File: src/rtl/msg_streamer_pkg.sv
// -----------------------------------------------------------------------------
// msg_streamer_pkg
// Shared definitions for the message streamer: default widths, FSM state type,
// per-message length table, ASCII constants and a length lookup helper.
// No ports (package).
// -----------------------------------------------------------------------------
package msg_streamer_pkg;

    localparam int unsigned DATA_W_DEF    = 8;
    localparam int unsigned MSG_DEPTH_DEF = 128;

    // Number of entries in the length table; NUM_MSG may be overridden lower.
    localparam int unsigned MSG_TBL_N = 4;

    // Lengths of "HELLO\n", "OK", "!", "ZACAPA".
    localparam int unsigned MSG_LEN [MSG_TBL_N] = '{6, 2, 1, 6};

    localparam logic [7:0] LF = 8'h0A;
    localparam logic [7:0] SP = 8'h20;

    typedef enum logic {
        IDLE   = 1'b0,
        STREAM = 1'b1
    } state_e;

    // Length of message m; 0 for messages outside the table.
    function automatic int unsigned msg_len(input int unsigned m);
        return (m < MSG_TBL_N) ? MSG_LEN[m] : 0;
    endfunction

endpackage

File: src/rtl/msg_streamer_rom.sv
// -----------------------------------------------------------------------------
// msg_rom
// Purely combinational character ROM holding the stored messages.
// Ports:
//   msg   in  SEL_W   message number
//   idx   in  IDX_W   character index within the message
//   char  out DATA_W  character at (msg, idx); 0 for unused addresses
// -----------------------------------------------------------------------------
module msg_rom
    import msg_streamer_pkg::*;
#(
    parameter int unsigned DATA_W = DATA_W_DEF,
    parameter int unsigned SEL_W  = 2,
    parameter int unsigned IDX_W  = 7
) (
    input  logic [SEL_W-1:0]  msg,
    input  logic [IDX_W-1:0]  idx,
    output logic [DATA_W-1:0] char
);

    function automatic logic [DATA_W-1:0] ch(input logic [7:0] c);
        return DATA_W'(c);
    endfunction

    always_comb begin
        char = '0;
        case (32'(msg))
            0: begin
                case (32'(idx))
                    0: char = ch("H");
                    1: char = ch("E");
                    2: char = ch("L");
                    3: char = ch("L");
                    4: char = ch("O");
                    5: char = ch(LF);
                    default: char = '0;
                endcase
            end
            1: begin
                case (32'(idx))
                    0: char = ch("O");
                    1: char = ch("K");
                    default: char = '0;
                endcase
            end
            2: begin
                case (32'(idx))
                    0: char = ch("!");
                    default: char = '0;
                endcase
            end
            3: begin
                case (32'(idx))
                    0: char = ch("Z");
                    1: char = ch("A");
                    2: char = ch("C");
                    3: char = ch("A");
                    4: char = ch("P");
                    5: char = ch("A");
                    default: char = '0;
                endcase
            end
            default: char = '0;
        endcase
    end

endmodule

File: src/rtl/msg_streamer.sv
// -----------------------------------------------------------------------------
// msg_streamer
// Streams one of NUM_MSG stored ASCII messages, one character per accepted
// valid/ready transfer, in one-shot or loop mode, with abort and
// completion/error pulses.
// Ports:
//   clk        in   1       clock
//   reset      in   1       asynchronous, active-high reset
//   sel        in   SEL_W   message number, sampled when start is accepted
//   start      in   1       begin streaming sel (IDLE only)
//   stop       in   1       abort current stream (wins over start)
//   mode_loop  in   1       1 = restart after the last character
//   out_ready  in   1       consumer accepts out_data
//   out_data   out  DATA_W  current character (registered)
//   out_valid  out  1       out_data valid
//   out_last   out  1       out_data is the final character
//   busy       out  1       high while streaming
//   done       out  1       pulse after a one-shot stream completes
//   err        out  1       pulse on start with sel >= NUM_MSG
// -----------------------------------------------------------------------------
module msg_streamer
    import msg_streamer_pkg::*;
#(
    parameter int unsigned DATA_W    = DATA_W_DEF,
    parameter int unsigned NUM_MSG   = MSG_TBL_N,
    parameter int unsigned MSG_DEPTH = MSG_DEPTH_DEF,
    parameter int unsigned SEL_W     = 2
) (
    input  logic              clk,
    input  logic              reset,
    input  logic [SEL_W-1:0]  sel,
    input  logic              start,
    input  logic              stop,
    input  logic              mode_loop,
    input  logic              out_ready,
    output logic [DATA_W-1:0] out_data,
    output logic              out_valid,
    output logic              out_last,
    output logic              busy,
    output logic              done,
    output logic              err
);

    localparam int unsigned IDX_W = (MSG_DEPTH > 1) ? $clog2(MSG_DEPTH) : 1;

    // Elaboration-time sanity checks on the configuration.
    if (NUM_MSG < 1 || NUM_MSG > MSG_TBL_N) begin : g_bad_num
        $error("msg_streamer: NUM_MSG out of range of the length table");
    end
    if ((1 << SEL_W) < NUM_MSG) begin : g_bad_sel
        $error("msg_streamer: SEL_W too narrow for NUM_MSG");
    end
    for (genvar m = 0; m < NUM_MSG && m < MSG_TBL_N; m++) begin : g_len_chk
        if (MSG_LEN[m] == 0 || MSG_LEN[m] > MSG_DEPTH) begin : g_bad_len
            $error("msg_streamer: message length must be 1..MSG_DEPTH");
        end
    end

    state_e              state_q, state_d;
    logic [SEL_W-1:0]    sel_q, sel_d;
    logic [IDX_W-1:0]    idx_q, idx_d;
    logic [DATA_W-1:0]   out_data_q, out_data_d;
    logic                out_valid_q, out_valid_d;
    logic                out_last_q, out_last_d;
    logic                done_q, done_d;
    logic                err_q, err_d;
    logic                load;      // present ROM[sel_d][idx_d] next cycle
    logic                go_idle;   // leave STREAM and blank the outputs
    logic                xfer;
    logic [DATA_W-1:0]   rom_char;

    assign xfer = out_valid_q && out_ready;

    always_ff @(posedge clk or posedge reset) begin
        if (reset) begin
            state_q     <= IDLE;
            sel_q       <= '0;
            idx_q       <= '0;
            out_data_q  <= '0;
            out_valid_q <= 1'b0;
            out_last_q  <= 1'b0;
            done_q      <= 1'b0;
            err_q       <= 1'b0;
        end else begin
            state_q     <= state_d;
            sel_q       <= sel_d;
            idx_q       <= idx_d;
            out_data_q  <= out_data_d;
            out_valid_q <= out_valid_d;
            out_last_q  <= out_last_d;
            done_q      <= done_d;
            err_q       <= err_d;
        end
    end

    always_comb begin
        state_d = state_q;
        sel_d   = sel_q;
        idx_d   = idx_q;
        load    = 1'b0;
        go_idle = 1'b0;
        done_d  = 1'b0;
        err_d   = 1'b0;
        case (state_q)
            IDLE: begin
                if (start && !stop) begin
                    if (32'(sel) < NUM_MSG) begin
                        state_d = STREAM;
                        sel_d   = sel;
                        idx_d   = '0;
                        load    = 1'b1;
                    end else begin
                        err_d = 1'b1;
                    end
                end
            end
            STREAM: begin
                if (stop) begin
                    state_d = IDLE;
                    go_idle = 1'b1;
                end else if (xfer) begin
                    // out_last_q already flags the final character, so no
                    // length compare is needed on the accepting edge.
                    if (out_last_q) begin
                        if (mode_loop) begin
                            idx_d = '0;
                            load  = 1'b1;
                        end else begin
                            state_d = IDLE;
                            go_idle = 1'b1;
                            done_d  = 1'b1;
                        end
                    end else begin
                        idx_d = idx_q + IDX_W'(1);
                        load  = 1'b1;
                    end
                end
            end
            default: begin
                state_d = IDLE;
                go_idle = 1'b1;
            end
        endcase
    end

    msg_rom #(
        .DATA_W (DATA_W),
        .SEL_W  (SEL_W),
        .IDX_W  (IDX_W)
    ) u_rom (
        .msg  (sel_d),
        .idx  (idx_d),
        .char (rom_char)
    );

    // Output registers are fed from the ROM at the next address, so each
    // accepted character is replaced on the same edge with no bubble.
    always_comb begin
        out_data_d  = out_data_q;
        out_valid_d = out_valid_q;
        out_last_d  = out_last_q;
        if (load) begin
            out_data_d  = rom_char;
            out_valid_d = 1'b1;
            out_last_d  = ((32'(idx_d) + 32'd1) == msg_len(32'(sel_d)));
        end else if (go_idle) begin
            out_data_d  = '0;
            out_valid_d = 1'b0;
            out_last_d  = 1'b0;
        end
    end

    assign out_data  = out_data_q;
    assign out_valid = out_valid_q;
    assign out_last  = out_last_q;
    assign busy      = (state_q == STREAM);
    assign done      = done_q;
    assign err       = err_q;

endmodule

File: config.mk
export PLATFORM = sky130hd
export DESIGN_NAME = msg_streamer
export DESIGN_NICKNAME = d
export VERILOG_FILES = /design/src/rtl/msg_streamer_pkg.sv /design/src/rtl/msg_streamer_rom.sv /design/src/rtl/msg_streamer.sv
export SDC_FILE = /design/constraint.sdc
export NUM_CORES = 1
export LEC_CHECK = 0
export ABC_AREA = 1
export BUFFER_PORTS_ARGS = -buffer_cell sky130_fd_sc_hd__buf_4
export CAP_MARGIN = 10
export CORE_MARGIN = 1
export CORE_UTILIZATION = 57
export CTS_CLUSTER_SIZE = 24
export DETAILED_ROUTE_END_ITERATION = 10
export GPL_ROUTABILITY_DRIVEN = 0
export PLACE_DENSITY = 0.84
export RECOVER_POWER = 50
export REMOVE_ABC_BUFFERS = 1
export SKIP_LAST_GASP = 1
export SLEW_MARGIN = 25
export SYNTH_ARGS = -nofsm -noshare
export SYNTH_HDL_FRONTEND = slang
export SYNTH_SLANG_ARGS = --single-unit
File: constraint.sdc
create_clock -name clk -period 2.4 [get_ports clk]
set_clock_uncertainty 0.05 [all_clocks]
set_input_delay 0.24 -clock clk [delete_from_list [all_inputs] [get_ports clk]]
set_output_delay 0.24 -clock clk [all_outputs]
set_load 0.01 [all_outputs]
# After elaboration in Yosys (flattened, before gate mapping)
# Cells that the tools add are included.
# W data, S select, Z words.
# word_totals
inputBits	8
elab_cells	66
reg_bits	21
output_inout_bits	13
# classes
n_lt_le_gt_ge	1
bitwise_logic	2
eq_ne	9
reduce_logical	8
mux	37
n_addsub	2
# op_table
operator	n
$bmux W32 S2	1
$mux W32	2
$mux W7	5
$pmux W7 S5	1
$ge A33 B3 Y1 const B	1
$not A2 Y33	1
$eq A8 B32 Y1	1
$pmux W8 S4	1
$pmux W7 S2	2
$pmux W7 S4	1
$mux W1	17
$mux W8	2
$eq A7 B2 Y1 const B	2
$eq A7 B3 Y1 const B	2
$add A7 B1 Y8 const B	1
$add A7 B1 Y7 const B	1
$eq A7 B1 Y1 const B	1
$logic_not A7 Y1	1
$mux W6	1
$eq A2 B2 Y1 const B	2
$mux W2	2
$pmux W1 S2	2
$reduce_or A3 Y1	1
$eq A2 B1 Y1 const B	1
6 further kinds	7

# Depth between registers and ports, before layout
# logic_depth
depth_word	10
mapped_depth	16

# Modules after synthesis
# Synthesis repeated with hierarchy kept, for this count alone.
# hier_totals
hier_cells	220
area_unflattened_um2	1607.8
# by_module_without_submodules
module	n_inst	cells_each	seq_area_each_um2	area_each_um2
msg_streamer	1	162	525.5	1268.7
msg_rom	1	58	0.0	339.1

# Worst setup path before layout
# No wires, ideal clock.
# synth_path
path_kind	flip-flop to flip-flop
startpoint	register state_q (netlist: busy)
endpoint	register out_data_q[6] (netlist: out_data[6])
stages_incl_launch_ff	14
synth_period_minus_slack_ns	2.116
n_path_buf	1
setup_ns	0.116
slack_ns	0.284
arrival_time_ns	1.950
required_ns	2.234
path_cell_list	dfrtp_1 -> buf_6 -> inv_2 -> nand2_2 -> o21ai_0 -> a21oi_1 -> inv_1 -> ha_1 -> nand3_1 -> a21oi_2 -> a21oi_1 -> nand3_1 -> nand2_1 -> nand2_1
# synth_between
elab_chain_cells	7
# synth_rtl
element	line	source
start: declaration	msg_streamer.sv:59	state_e state_q, state_d;
start signal: assignment	msg_streamer.sv:85	state_q <= state_d;
$not A1 Y1	n/a	
$pmux W7 S2 *	msg_streamer.sv:104	case (state_q)
named net idx_d[0]	msg_streamer.sv:61	logic [IDX_W-1:0] idx_q, idx_d;
$eq A7 B1 Y1 (tied with other cells)	msg_streamer_rom.sv:29, msg_streamer_rom.sv:40, msg_streamer_rom.sv:53	
$reduce_or A3 Y1 (no line) or $reduce_or A2 Y1 (tied branches)	n/a	
$pmux W7 S4 or $pmux W7 S5 (tied branches)	msg_streamer_rom.sv:53, msg_streamer_rom.sv:29	
$pmux W8 S4 *	msg_streamer_rom.sv:27	case (32'(msg))
$mux W8 *	msg_streamer.sv:162	if (load) begin
end signal: assignment	msg_streamer.sv:88	out_data_q <= out_data_d;
end: declaration	msg_streamer.sv:62	logic [DATA_W-1:0] out_data_q, out_data_d;
# The timed path passes the listed nets; every way through them passes the cells marked *. The select of a mux whose other input is x is not followed.
# A chain may end at the register's enable or synchronous reset.

# Final worst setup path
# layout_path
startpoint	register state_q (netlist: busy)
endpoint	register out_last_q (netlist: out_last)
# layout_between
elab_chain_cells	7
# layout_rtl
element	line	source
parallel branches: the longest is 7 deep, another holds $add A7 B1 Y8	n/a	
end signal: assignment	msg_streamer.sv:90	out_last_q <= out_last_d;
end: declaration	msg_streamer.sv:64	logic out_last_q, out_last_d;
# Several ways; the timed one is not identified. The select of a mux whose other input is x is not followed.

==> results.sh <==
export IMPL_hold_class="in -> async"
export IMPL_whs_ns=0.00348
export IMPL_p_leak_nw=0.947
export IMPL_area_growth_pct=14.3
export IMPL_multi_input_area_um2=930
export IMPL_yosys_area_share_simple=0.404
export IMPL_ys_flop_type="dfrtp_1"
export IMPL_totalWireLength_mm=3.65
export IMPL_yosys_area_share_xor_xnor=0.00560
export IMPL_final_cell_area_mm2=0.00179
export IMPL_power_frac_comb=0.530
export IMPL_grt_pass1_wl_mm=5.79
export IMPL_drive_gt1_frac=0.232
export IMPL_grt_max_degree=21
export IMPL_synth_area_leaders="dfrtp_1, nand2_1, ha_1"
export IMPL_synth_common_cells="nand2_1, inv_1, nand3_1, dfrtp_1, nor2_1"
export IMPL_vias=1496
export IMPL_maxSlewViolCount=0
export IMPL_netSwitchingFraction=0.442
export IMPL_die_y_um=54.4
export IMPL_internal_power_w=0.000931
export IMPL_synthAdderAreaFrac=0.0721
export IMPL_yosys_area_top_type="dfrtp_1"
export IMPL_antennaDiodeCount=0
export IMPL_fp_row_count=18
export IMPL_worstSetupPathType="reg -> reg"
export IMPL_power_frac_seq=0.298
export IMPL_dieArea_mm2=0.00296
export IMPL_powerDensity_mw_per_mm2=934
export IMPL_yosys_area_top_type_share=0.320
export IMPL_synth_top_family_by_area="simple AND/OR/NAND/NOR gates"
export IMPL_synth_compound_area_share=0.101
export IMPL_firstDrtPassIters=4
export IMPL_crit_required_ns=2.61
export IMPL_io_pins=21
export IMPL_period_share=0.937
export IMPL_cts_buffers=3
export IMPL_rsz0062_at_grt="no"
export IMPL_regArea_um2=503
export IMPL_r2r_start="busy"
export IMPL_initial_core_util=0.614
export IMPL_clock_sinks=20
export IMPL_syn_avg_cell_area_um2=7.01
export IMPL_synth_most_common_cell="nand2_1"
export IMPL_fin_nets=264
export IMPL_seq_area_frac_synth=0.320
export IMPL_tightest_slew_ns=0.779
export IMPL_clock_power_share=0.172
export IMPL_cap_violations=0
export IMPL_syn_instance_count=223
export IMPL_fin_setup_tns_ns=0
export IMPL_port_buffers=18
export IMPL_ant_nets=0
export IMPL_overflow=0
export IMPL_fmax_mhz=445
export IMPL_yosys_warnings=0
export IMPL_core_area_mm2=0.00254
export IMPL_cts_clk_slew_worst_paths_ns=0.13
export IMPL_critPathMaxFanout=9
export IMPL_fillers=210
export IMPL_slew_limit_headroom=0.480
export IMPL_clk_insertion_delay_late_ns=0.31
export IMPL_placed_cell_area_mm2=0.00174
export IMPL_synth_cell_types=30
export IMPL_r2r_slack_ns=0.15
export IMPL_async_flop_share=1.00
export IMPL_vdd_drop_max_mv=0.692
export IMPL_status="finished, final reports clean"
export IMPL_cts_htree_levels=1
export IMPL_power_net_switching_w=0.000737
export IMPL_arrival_ns=2.46
export IMPL_wl_per_cell_um=13.2
export IMPL_synth_seq_cells=20
export IMPL_grt_antenna_before_repair=0
export IMPL_cp_end_kind="flop"
export IMPL_muxShareOfSynthArea=0
export IMPL_finalCriticalPeriod_ns=2.25
export IMPL_cp_startpoint="busy"
export IMPL_cts_tree="done"
export IMPL_dp_hpwl_mm=2.62
export IMPL_total_power_w=0.00167
export IMPL_fp_dieW_um=54.4
export IMPL_clk_path_buf_depth=2
export IMPL_hold_viol_final=0
export IMPL_setup_viol=0
export IMPL_grt_use_total=0.277
export IMPL_drc=0
export IMPL_grt_pass1_vias=1331
export IMPL_drt_iter0_markers=85
export IMPL_start_kind="flop"
export IMPL_vias_per_cell=5.42
export IMPL_synthesis_area_mm2=0.00156
export IMPL_synth_edf_count=0
export IMPL_cts_root_buf="clkbuf_4"
power groups by stage:
stage | sequential [W] | clock (W) | combinational, W
floorplan | 0.000517 | 0 | 0.000583
global placement | 0.000493 | 0 | 0.000860
detailed placement | 0.000498 | 0 | 0.000865
CTS | 0.000492 | 0.000286 | 0.000878
global route | 0.000506 | 0.000301 | 0.000995
finish | 0.000497 | 0.000286 | 0.000884
cell usage in the layout, fill, tap and decap left out, types with 3 or more instances in the layout:
cell       n
clkbuf_1   4
inv_2      6
buf_4     17
clkbuf_4   4
ha_1       9
nand3_1   22
nand4_1    4
inv_1     23
dfrtp_1   18
nand2_2    9
o21ai_0    8
nand2_1   63
a21oi_1    8
nor2_2     3
nor2_1    19
o21ai_1    4
nand3_2    3
critical path: stages (launching register included):
cell and delay (ns):
dfrtp_2 0.52, inv_2 0.10, nand2_2 0.10, o21ai_0 0.40, ha_1 0.34, xor2_2 0.19
nand2_1 0.07, nand2_1 0.06, nand2_1 0.05, a21oi_1 0.14, nand4_1 0.11, nand2_1 0.07
final timing paths:
check | end | cells after the start
worst max-delay path | out_last | 11
worst min-delay path | out_data[4] | 2
worst max register to register | out_last | 11
worst min register to register | out_data[6] | 2
max in group asynchronous | busy | 2
min in group clk | done | 4
area by class of cell:
class / instances / share of cell area
sequential: 20 / 0.282
tap: 30 / 0.0210
timing repair buffer: 22 / 0.0840
multi-input combinational: 170 / 0.520
clock buffer: 3 / 0.0126
clock inverter: 1 / 0.0168
inverter: 30 / 0.0637
metal layers:
layer  global-route usage  up-vias  wire (um)
met5                    0        -          0
met4                0.120        0        108
li1                     -      752          -
met2                0.441       76       1630
met1                0.365      654       1650
met3               0.0472       14        262
logic make-up (layout without fill, tap and decap cells):
| kind of cell | after synthesis | after routing |
|---|---|---|
| AO/OA/AOI/OAI | 27 | 27 |
| buffers and inverters | 34 | 56 |
| flip-flops | 20 | 20 |
| AND/OR/NAND/NOR | 131 | 131 |
| other | 1 | 2 |
| adder cells (fa/ha/maj) | 9 | 9 |
| XOR/XNOR | 1 | 1 |
registers in the layout, summed over array words and instances (netlist names):
register,flops
out_last,1
busy,1
sel_q,2
idx_q,7
out_valid,1
done,1
out_data,7
timing repair:
action | in CTS | in global routing
endpoints found under the setup margin | 0 | 7
buffers inserted | 0 | 0
hold buffers | 0 | 0
gates resized for setup | 0 | 5
per-stage QoR:
stage               utilization  setup WS, ns  instances
floorplan                     -         0.210        220
global placement          0.682         0.112        272
detailed placement        0.682        0.0551        272
CTS                       0.703       0.00327        276
global route              0.702        0.0103        276
finish                    0.702         0.151        276
No activity file was read; power rests on OpenSTA's default activity.
